File: src/rtl/event_input_queue_pkg.sv
// Shared constants and entry-layout helpers for the event input queue.
// An entry is packed as {data, mask, ts}, with ts in the least significant bits.
package event_input_queue_pkg;

  localparam int DEF_NUM_INPUTS = 1;
  localparam int DEF_DATA_W     = 64;
  localparam int DEF_DEPTH      = 8;
  localparam int DEF_TS_W       = 32;

  localparam int TS_LSB = 0;

  function automatic int ptr_w(input int depth);
    return (depth > 1) ? $clog2(depth) : 1;
  endfunction

  function automatic int mask_lsb(input int ts_w);
    return ts_w;
  endfunction

  function automatic int data_lsb(input int num_inputs, input int ts_w);
    return ts_w + num_inputs;
  endfunction

  function automatic int entry_w(input int num_inputs, input int data_w, input int ts_w);
    return num_inputs * (data_w + 1) + ts_w;
  endfunction

endpackage

File: src/rtl/event_input_queue_if.sv
// Bus between the event source / pipeline side (master) and the queue (slave).
interface event_input_queue_if
  import event_input_queue_pkg::*;
#(
  parameter int NUM_INPUTS = DEF_NUM_INPUTS,
  parameter int DATA_W     = DEF_DATA_W,
  parameter int DEPTH      = DEF_DEPTH,
  parameter int TS_W       = DEF_TS_W
);
  localparam int CNT_W = $clog2(DEPTH) + 1;

  // Handshake: an event is offered whenever any in_valid bit is high (no back-pressure,
  // drops are flagged by overflow); pipeline_ready gates release, and out_* are valid
  // exactly in the cycle start_new_pipeline is high.
  logic [NUM_INPUTS*DATA_W-1:0] in_data;
  logic [NUM_INPUTS-1:0]        in_valid;
  logic                         pipeline_ready;
  logic [NUM_INPUTS*DATA_W-1:0] out_data;
  logic [NUM_INPUTS-1:0]        out_present;
  logic [TS_W-1:0]              out_ts;
  logic                         start_new_pipeline;
  logic [CNT_W-1:0]             count;
  logic                         full;
  logic                         empty;
  logic                         overflow;

  modport master (
    output in_data, in_valid, pipeline_ready,
    input  out_data, out_present, out_ts, start_new_pipeline, count, full, empty, overflow
  );

  modport slave (
    input  in_data, in_valid, pipeline_ready,
    output out_data, out_present, out_ts, start_new_pipeline, count, full, empty, overflow
  );

endinterface

File: src/rtl/event_input_queue_mem.sv
// Entry storage for the event queue: synchronous write, asynchronous read.
module event_input_queue_mem #(
  parameter int DEPTH = 8,
  parameter int WIDTH = 97,
  parameter int AW    = 3
) (
  input  logic             clk,
  input  logic             we,
  input  logic [AW-1:0]    waddr,
  input  logic [WIDTH-1:0] wdata,
  input  logic [AW-1:0]    raddr,
  output logic [WIDTH-1:0] rdata
);

  logic [WIDTH-1:0] mem [DEPTH];

  always_ff @(posedge clk) begin
    if (we) mem[waddr] <= wdata;
  end

  assign rdata = mem[raddr];

endmodule

File: src/rtl/event_input_queue.sv
// Timestamping event queue in front of the monitor pipeline; one release per ready cycle.
// Optional EVENT_INPUT_QUEUE_BYPASS_EN: an event arriving at an empty, ready queue skips storage.
module event_input_queue
  import event_input_queue_pkg::*;
#(
  parameter int NUM_INPUTS = DEF_NUM_INPUTS,
  parameter int DATA_W     = DEF_DATA_W,
  parameter int DEPTH      = DEF_DEPTH,
  parameter int TS_W       = DEF_TS_W
) (
  input  logic                 clk,
  input  logic                 rst,
  input  logic                 en,
  event_input_queue_if.slave   q
);

  localparam int PW    = ptr_w(DEPTH);
  localparam int CW    = PW + 1;
  localparam int DW    = NUM_INPUTS * DATA_W;
  localparam int EW    = entry_w(NUM_INPUTS, DATA_W, TS_W);
  localparam int M_LSB = mask_lsb(TS_W);
  localparam int D_LSB = data_lsb(NUM_INPUTS, TS_W);

  logic [PW-1:0]         wptr, rptr;
  logic [CW-1:0]         occ;
  logic [TS_W-1:0]       ts;
  logic                  ovf;
  logic                  strobe;
  logic [DW-1:0]         out_data_r;
  logic [NUM_INPUTS-1:0] out_present_r;
  logic [TS_W-1:0]       out_ts_r;
  logic [EW-1:0]         wdata, rdata;
  logic                  is_empty, is_full;
  logic                  push, pop, byp, push_fifo, drop;

  assign is_empty = (occ == '0);
  assign is_full  = (occ == CW'(DEPTH));

  assign push = en & (|q.in_valid);
  assign pop  = en & ~is_empty & q.pipeline_ready;

`ifdef EVENT_INPUT_QUEUE_BYPASS_EN
  assign byp = push & is_empty & q.pipeline_ready;
`else
  assign byp = 1'b0;
`endif

  // A pop in the same cycle frees the slot, so a full queue still accepts the push.
  assign push_fifo = push & ~byp & (~is_full | pop);
  assign drop      = push & is_full & ~pop;

  assign wdata = {q.in_data, q.in_valid, ts};

  event_input_queue_mem #(
    .DEPTH (DEPTH),
    .WIDTH (EW),
    .AW    (PW)
  ) u_mem (
    .clk   (clk),
    .we    (push_fifo),
    .waddr (wptr),
    .wdata (wdata),
    .raddr (rptr),
    .rdata (rdata)
  );

  always_ff @(posedge clk or negedge rst) begin
    if (!rst) begin
      wptr          <= '0;
      rptr          <= '0;
      occ           <= '0;
      ts            <= '0;
      ovf           <= 1'b0;
      strobe        <= 1'b0;
      out_data_r    <= '0;
      out_present_r <= '0;
      out_ts_r      <= '0;
    end else begin
      if (en)        ts   <= ts + TS_W'(1);
      if (push_fifo) wptr <= wptr + PW'(1);
      if (pop)       rptr <= rptr + PW'(1);
      case ({push_fifo, pop})
        2'b10:   occ <= occ + CW'(1);
        2'b01:   occ <= occ - CW'(1);
        default: occ <= occ;
      endcase
      if (drop) ovf <= 1'b1;
      strobe <= pop | byp;
      if (pop) begin
        out_data_r    <= rdata[D_LSB +: DW];
        out_present_r <= rdata[M_LSB +: NUM_INPUTS];
        out_ts_r      <= rdata[TS_LSB +: TS_W];
      end else if (byp) begin
        out_data_r    <= q.in_data;
        out_present_r <= q.in_valid;
        out_ts_r      <= ts;
      end
    end
  end

  assign q.out_data           = out_data_r;
  assign q.out_present        = out_present_r;
  assign q.out_ts             = out_ts_r;
  assign q.start_new_pipeline = strobe;
  assign q.count              = occ;
  assign q.full               = is_full;
  assign q.empty              = is_empty;
  assign q.overflow           = ovf;

endmodule

File: src/flat_wrapper.sv
// flat-port wrapper written by rule: the top's interface ports become plain ports
module event_input_queue_flat import event_input_queue_pkg::*;
#(
  parameter int NUM_INPUTS = DEF_NUM_INPUTS,
  parameter int DATA_W     = DEF_DATA_W,
  parameter int DEPTH      = DEF_DEPTH,
  parameter int TS_W       = DEF_TS_W
)
  (clk, rst, en, q_in_data, q_in_valid, q_pipeline_ready, q_out_data, q_out_present, q_out_ts, q_start_new_pipeline, q_count, q_full, q_empty, q_overflow);
  event_input_queue_if #(.NUM_INPUTS(NUM_INPUTS), .DATA_W(DATA_W), .DEPTH(DEPTH), .TS_W(TS_W)) q_i ();
  input  logic clk;
  input  logic rst;
  input  logic en;
  input wire logic [$bits(q_i.in_data)-1:0] q_in_data;
  input wire logic [$bits(q_i.in_valid)-1:0] q_in_valid;
  input wire logic [$bits(q_i.pipeline_ready)-1:0] q_pipeline_ready;
  output wire logic [$bits(q_i.out_data)-1:0] q_out_data;
  output wire logic [$bits(q_i.out_present)-1:0] q_out_present;
  output wire logic [$bits(q_i.out_ts)-1:0] q_out_ts;
  output wire logic [$bits(q_i.start_new_pipeline)-1:0] q_start_new_pipeline;
  output wire logic [$bits(q_i.count)-1:0] q_count;
  output wire logic [$bits(q_i.full)-1:0] q_full;
  output wire logic [$bits(q_i.empty)-1:0] q_empty;
  output wire logic [$bits(q_i.overflow)-1:0] q_overflow;
  assign q_i.in_data = q_in_data;
  assign q_i.in_valid = q_in_valid;
  assign q_i.pipeline_ready = q_pipeline_ready;
  assign q_out_data = q_i.out_data;
  assign q_out_present = q_i.out_present;
  assign q_out_ts = q_i.out_ts;
  assign q_start_new_pipeline = q_i.start_new_pipeline;
  assign q_count = q_i.count;
  assign q_full = q_i.full;
  assign q_empty = q_i.empty;
  assign q_overflow = q_i.overflow;
  event_input_queue #(.NUM_INPUTS(NUM_INPUTS), .DATA_W(DATA_W), .DEPTH(DEPTH), .TS_W(TS_W)) u_core (.clk(clk), .rst(rst), .en(en), .q(q_i));
endmodule
File: config.mk
export PLATFORM = sky130hd
export DESIGN_NAME = event_input_queue_flat
export DESIGN_NICKNAME = d
export VERILOG_FILES = /design/src/rtl/event_input_queue_pkg.sv /design/src/rtl/event_input_queue_if.sv /design/src/rtl/event_input_queue_mem.sv /design/src/rtl/event_input_queue.sv /design/src/flat_wrapper.sv
export SDC_FILE = /design/constraint.sdc
export NUM_CORES = 1
export LEC_CHECK = 0
export BUFFER_PORTS_ARGS = -buffer_cell sky130_fd_sc_hd__buf_4
export CAP_MARGIN = 20
export CORE_MARGIN = 3
export CORE_UTILIZATION = 41
export DETAILED_ROUTE_END_ITERATION = 10
export SETUP_SLACK_MARGIN = 0.5
export SKIP_LAST_GASP = 1
export SYNTH_ARGS = -nofsm -noshare
export SYNTH_HDL_FRONTEND = slang
export SYNTH_SLANG_ARGS = --single-unit
export TNS_END_PERCENT = 1
File: constraint.sdc
create_clock -name clk -period 11.4 [get_ports clk]
set_input_delay 0.57 -clock clk [delete_from_list [all_inputs] [get_ports clk]]
set_output_delay 0.57 -clock clk [all_outputs]
set_load 0.01 [all_outputs]
-- After elaboration in Yosys (flattened, before gate mapping)
Memory sizes are Yosys's and may differ from the RTL's. A register that Yosys moved wholly into a read port is not among the register bits.
Cells that the tools add are included.
- output and inout bits: 105
- bits in read-only memories: 0
- logic and storage cells: 31
- memory bits (writable): 776
- bits in registers: 44
- memories kept: 1
- bits in latches: 0
- reduce and logical (&&, ||, !) cells: 3
- eq/ne operators: 3
- muxes and demuxes: 3
- magnitude comparators: 0
- shift operators: 0
- divide/modulo/power cells: 0
- $add $sub $neg: 5
- multipliers: 0
- bitwise operators: 10
- memories (name ; words ; bits a word ; read ports ; clocked after memory_dff ; wr ports ; RTL line ; text):
    u_core.u_mem.mem ; 8 ; 97 ; 1 ; 1 ; 1 ; event_input_queue_mem.sv:15 ; logic [WIDTH-1:0] mem [DEPTH];
- operators by type and width (cell ; number):
    32-bit by 1-bit adder with 32-bit output, second input constant ; 1
    4-bit case mux with 2 select lines ; 1
    3-bit by 1-bit adder with 3-bit output, second input constant ; 2
    1-bit AND ; 6
    4-bit by 1-bit adder with 4-bit output, second input constant ; 1
    4-bit equality test, second input constant ; 1
    4-bit zero test ; 1
    4-bit by 1-bit subtractor with 4-bit output, second input constant ; 1
    1-bit NOT ; 3
    2-bit by 1-bit equality test with 1-bit output, second input constant ; 1
    2-bit equality test, second input constant ; 1
    1-bit 2-to-1 mux ; 2
    2-bit nonzero test ; 1
    1-bit zero test ; 1
    1-bit bitwise OR ; 1

-- Logic depth before layout (Yosys ltp)
- depth after elaboration: 8
- depth in mapped cells: 11

-- Modules after synthesis
From an unflattened synthesis, not the netlist that was laid out.
- cells, all modules: 1521
- area, all modules: 35276.3 sq um
- modules (own cells, without submodules) (module ; instances ; area an instance (sq um) ; cells an instance):
    event_input_queue_mem ; 1 ; 29180.5 ; 1135
    event_input_queue ; 1 ; 6095.8 ; 386

-- Worst setup path after synthesis
Ideal clock, no wire load.
- path kind: in2reg
- start: input port en
- end: memory u_core.u_mem.mem[0][0] (enable)
- data required time: 10729 ps
- setup time: 671 ps
- stages on the path: 5
- path slack: 2892 ps
- arrival time: 7836 ps
- path through: buf_2 nand2_1 a31oi_2 nand2b_1 nor3_1
- word-level cells in the longest chain between the ends: 6
- elaborated cells on any way between the ends: 7
- those cells by class: 2 x mux; 5 x bitwise
- RTL lines (item ; RTL line ; text):
    start, declared ; flat_wrapper.sv:13 ; input logic en;
    1-bit AND (2 in a row) ; event_input_queue.sv:40 ; assign pop = en & ~is_empty & q.pipeline_ready;
    1-bit bitwise OR ; event_input_queue.sv:49 ; assign push_fifo = push & ~byp & (~is_full | pop);
    1-bit AND (*) ; event_input_queue.sv:49 ;
    1-bit 2-to-1 mux (*) ; event_input_queue_mem.sv:18 ; if (we) mem[waddr] <= wdata;
    1-bit 2-to-1 mux (implied by the code) (*) ; event_input_queue_mem.sv:18 ;
    end, declared ; event_input_queue_mem.sv:15 ;
Every way passes the cells marked *; elsewhere a longest branch is shown, timed or not.

==> out/qor.csv <==
stage,metric,value,unit
final_layout,layout_commonest_cell,edfxtp_1,
worst_setup_path,critical-path-max-stage-delay,1.01,ns
worst_setup_path,path_common_cell,buf_4,
worst_setup_path,reg2regPathDepth,5,
synth,synth_xor_area_frac,0.00963,
synth,yosysWarnings,0,
synth,ys_ff_latch,917,
clock_tree,cts_buffer_depth,3,
job,max-cap-violations,0,
clock_tree,root_buffer,clkbuf_16,
global_routing,grt_pass1_vias,17063,
floorplan,core,0.0828,mm^2
worst_setup_path,rrSetupSlack,7.47,ns
routing,ant_nets,0,
synth,synthAdderAreaFrac,0.00145,
worst_setup_path,cp-start-kind,flip-flop,
global_routing,antenna_found_initial,5,
clock_tree,cts_sinks,917,
floorplan,rows,105,
synth,synth_edf_count,776,
global_routing,grt_max_degree,92,
final_layout,most-common-layout-cells,"776 x edfxtp_1, 200 x buf_4, 194 x mux4_2, 138 x dfrtp_1, 102 x nor2_1",
placement,port_buffers,173,
routing,vias_per_cell,5.33,
synth,yosys.area_share.simple,0.0266,
placement,post-place-ws,6.86,ns
routing,firstDrtPassIters,5,
status,status,"finished, final reports clean",
routing,routed_wl,72.2,mm
floorplan,dieArea,0.0878,mm^2
worst_setup_path,crit_slowest_cell,dfrtp_4,
synth,yosysUniqueCellTypes,40,
worst_setup_path,critPathBufInv,2,
worst_setup_path,crit_type,flip-flop to flip-flop,
clock_tree,path_clk_slew,0.06,ns
timing,final-max-slew-violation-count,0,
routing,vias,15976,
worst_setup_path,cp.arrival,4.38,ns
synth,syn_area_per_cell,21.2,um^2
worst_setup_path,path_cells,buf_4 -> buf_4 -> mux4_2 -> mux2i_1 -> a21oi_1,
synth,ys.flop_type,edfxtp_1,
floorplan,die_h,296,um
timing,hold_viol,0,
worst_setup_path,setup.worst_path.end_class,flip-flop,
floorplan,io_pins,174,
floorplan,die_w,296,um
global_routing,grt_remaining_overflow,0,
worst_setup_path,crit_family,buffers and inverters,
placement,hpwlAfterDp,40.3,mm
min_path,hold_path_class,primary input to async pin,
clock_tree,post_cts_resized,0,
final_layout,final_nets,1920,
timing,maxSlewHeadroom,0.287,
pwr,p_per_area,244,mW/mm^2
clock_tree,post_cts_buffers,0,
synth,synthMuxAreaShare,0.157,
timing,post-route-min-period,3.93,ns
clock_tree,clock_latency,0.63,ns
final_layout,layout-drive-gt1-share,0.293,
global_routing,grtUsageTotal,0.167,
routing,drc_errors,0,
timing,setup_ws,7.47,ns
pwr,vdd_ir_drop_max,0.000168,V
synth,synth_nets,1701,
routing,avgRoutedWirePerCell,24.1,um
placement,place.gp.congestion,0.717,
synth,synth_compound_area_frac,0.0158,
synth,ys_async_sr_fraction,0.154,
worst_setup_path,required,11.85,ns
worst_setup_path,crit_fanout,47,
synth,synth_top_family_by_area,multiplexers,
global_routing,grt_pass1_wl,109,mm
clock_tree,cts_buffers,94,
synth,ys_seq_area_frac,0.776,
timing,rsz0062_at_grt,false,
placement,dp.cells,2819,
timing,fin_skew,0.0239,ns
floorplan,initial_utilization,0.418,
timing,finalCritPeriodShare,0.344,
worst_setup_path,worstSetupPathDepth,5,
synth,synth_cells,1628,
timing,tightest_slew,1.07,ns
clock_tree,cts_hold_buf,0,
final_layout,areaGrowthSynthToFinish,16.2,%
routing,drt_iter0_markers,1192,
timing,fmax,255,MHz
synth,syn_area,0.0346,mm^2
timing,whs,0.0645,ns
final_layout,fin_cells,2995,
clock_tree,htree_levels,3,
timing,tns,0,ns
clock_tree,cts_tree,built,
timing,setup_viol,0,
pwr,p_leak,13.8,nW
-- logic make-up (layout without fill, tap and decap cells) --
kind of cell,count (synthesis),count (layout)
muxes,298,298
xor gates and xnor gates,38,38
and+or+nand+nor,179,179
other,0,3
buffers and inverters,87,381
AOI/OAI and AO/OA,105,105
DFF,917,917
adders and majority gates,4,4
-- power by group --
group          switching, W  total [W]  internal, W  leakage (nW)
registers          0.000348    0.00443      0.00408          8.80
clock network       0.00123    0.00306      0.00183          1.52
logic               0.00116    0.00232      0.00116          3.50
-- flip-flops by register name, summed over array words and instances (netlist names) --
signal                       count
u_core.u_mem.mem               776
u_core.q.out_data               64
u_core.q.out_ts                 32
u_core.ts                       32
u_core.q.count                   4
u_core.rptr                      3
u_core.wptr                      3
u_core.q.out_present             1
u_core.q.overflow                1
u_core.q.start_new_pipeline      1
-- through the flow --
stage	util	cell area (um^2)	total power [W]
finish	0.486	40200	0.00981
global route	0.485	40200	0.0103
CTS	0.485	40200	0.00998
detailed placement	0.448	37000	0.00690
global placement	0.448	37000	0.00687
floorplan	-	34600	0.00604
-- path summary, 6_finish.rpt --
path                                    from                       to
setup / recovery              u_core.rptr[0]       u_core.q.out_ts[1]
hold / removal                           rst    u_core.q.out_data[54]
setup reg to reg              u_core.rptr[0]       u_core.q.out_ts[1]
hold reg to reg            u_core.q.overflow        u_core.q.overflow
max in group asynchronous                rst     u_core.q.out_data[0]
min in group clk                q_in_data[2]  u_core.u_mem.mem[3][35]
-- cells in the mapped netlist, drive strengths merged (2+ instances only) --
master / number / area share
nand2b: 5 / 0.00090
edfxtp: 776 / 0.67
mux2: 3 / 0.00098
clkbuf: 3 / 0.00033
mux2i: 101 / 0.029
nor2: 109 / 0.012
nor4: 4 / 0.0025
xor2: 10 / 0.0025
a21oi: 100 / 0.014
nor3b: 3 / 0.00094
nand2: 19 / 0.0021
ha: 4 / 0.0014
and3: 3 / 0.00054
xnor2: 28 / 0.0071
nand4: 14 / 0.0036
nand4b: 2 / 0.00051
nand3: 8 / 0.0013
buf: 77 / 0.013
nor3: 7 / 0.0012
inv: 7 / 0.00076
mux4: 194 / 0.13
dfrtp: 141 / 0.10
-- worst register-to-register path: cells and delay by family (launching register included) --
kind / cells / cell delay, ns
flops: 1 / 1.01
compound gates: 1 / 0.09
mux: 2 / 0.81
buf+inv: 2 / 1.84
-- cell type report --
cell class              count  area, um^2
diodes                      3        7.51
clock buffers             125        2590
clock inverters            46         514
fillers                  6797       42600
inverters                   7        26.3
multi-input cells         624        7320
flip-flops and latches    917       26800
well taps                1070        1340
repair buffers            203        1540
-- routing by layer --
| layer | GRT usage | up-vias | share of wire |
|---|---|---|---|
| met5 | 0.00813 | - | 0.0015 |
| met4 | 0.0459 | 4 | 0.018 |
| met3 | 0.0281 | 85 | 0.049 |
| met2 | 0.281 | 359 | 0.51 |
| met1 | 0.226 | 8499 | 0.42 |
| li1 | - | 7029 | - |
(Power assumes the default switching activity.)
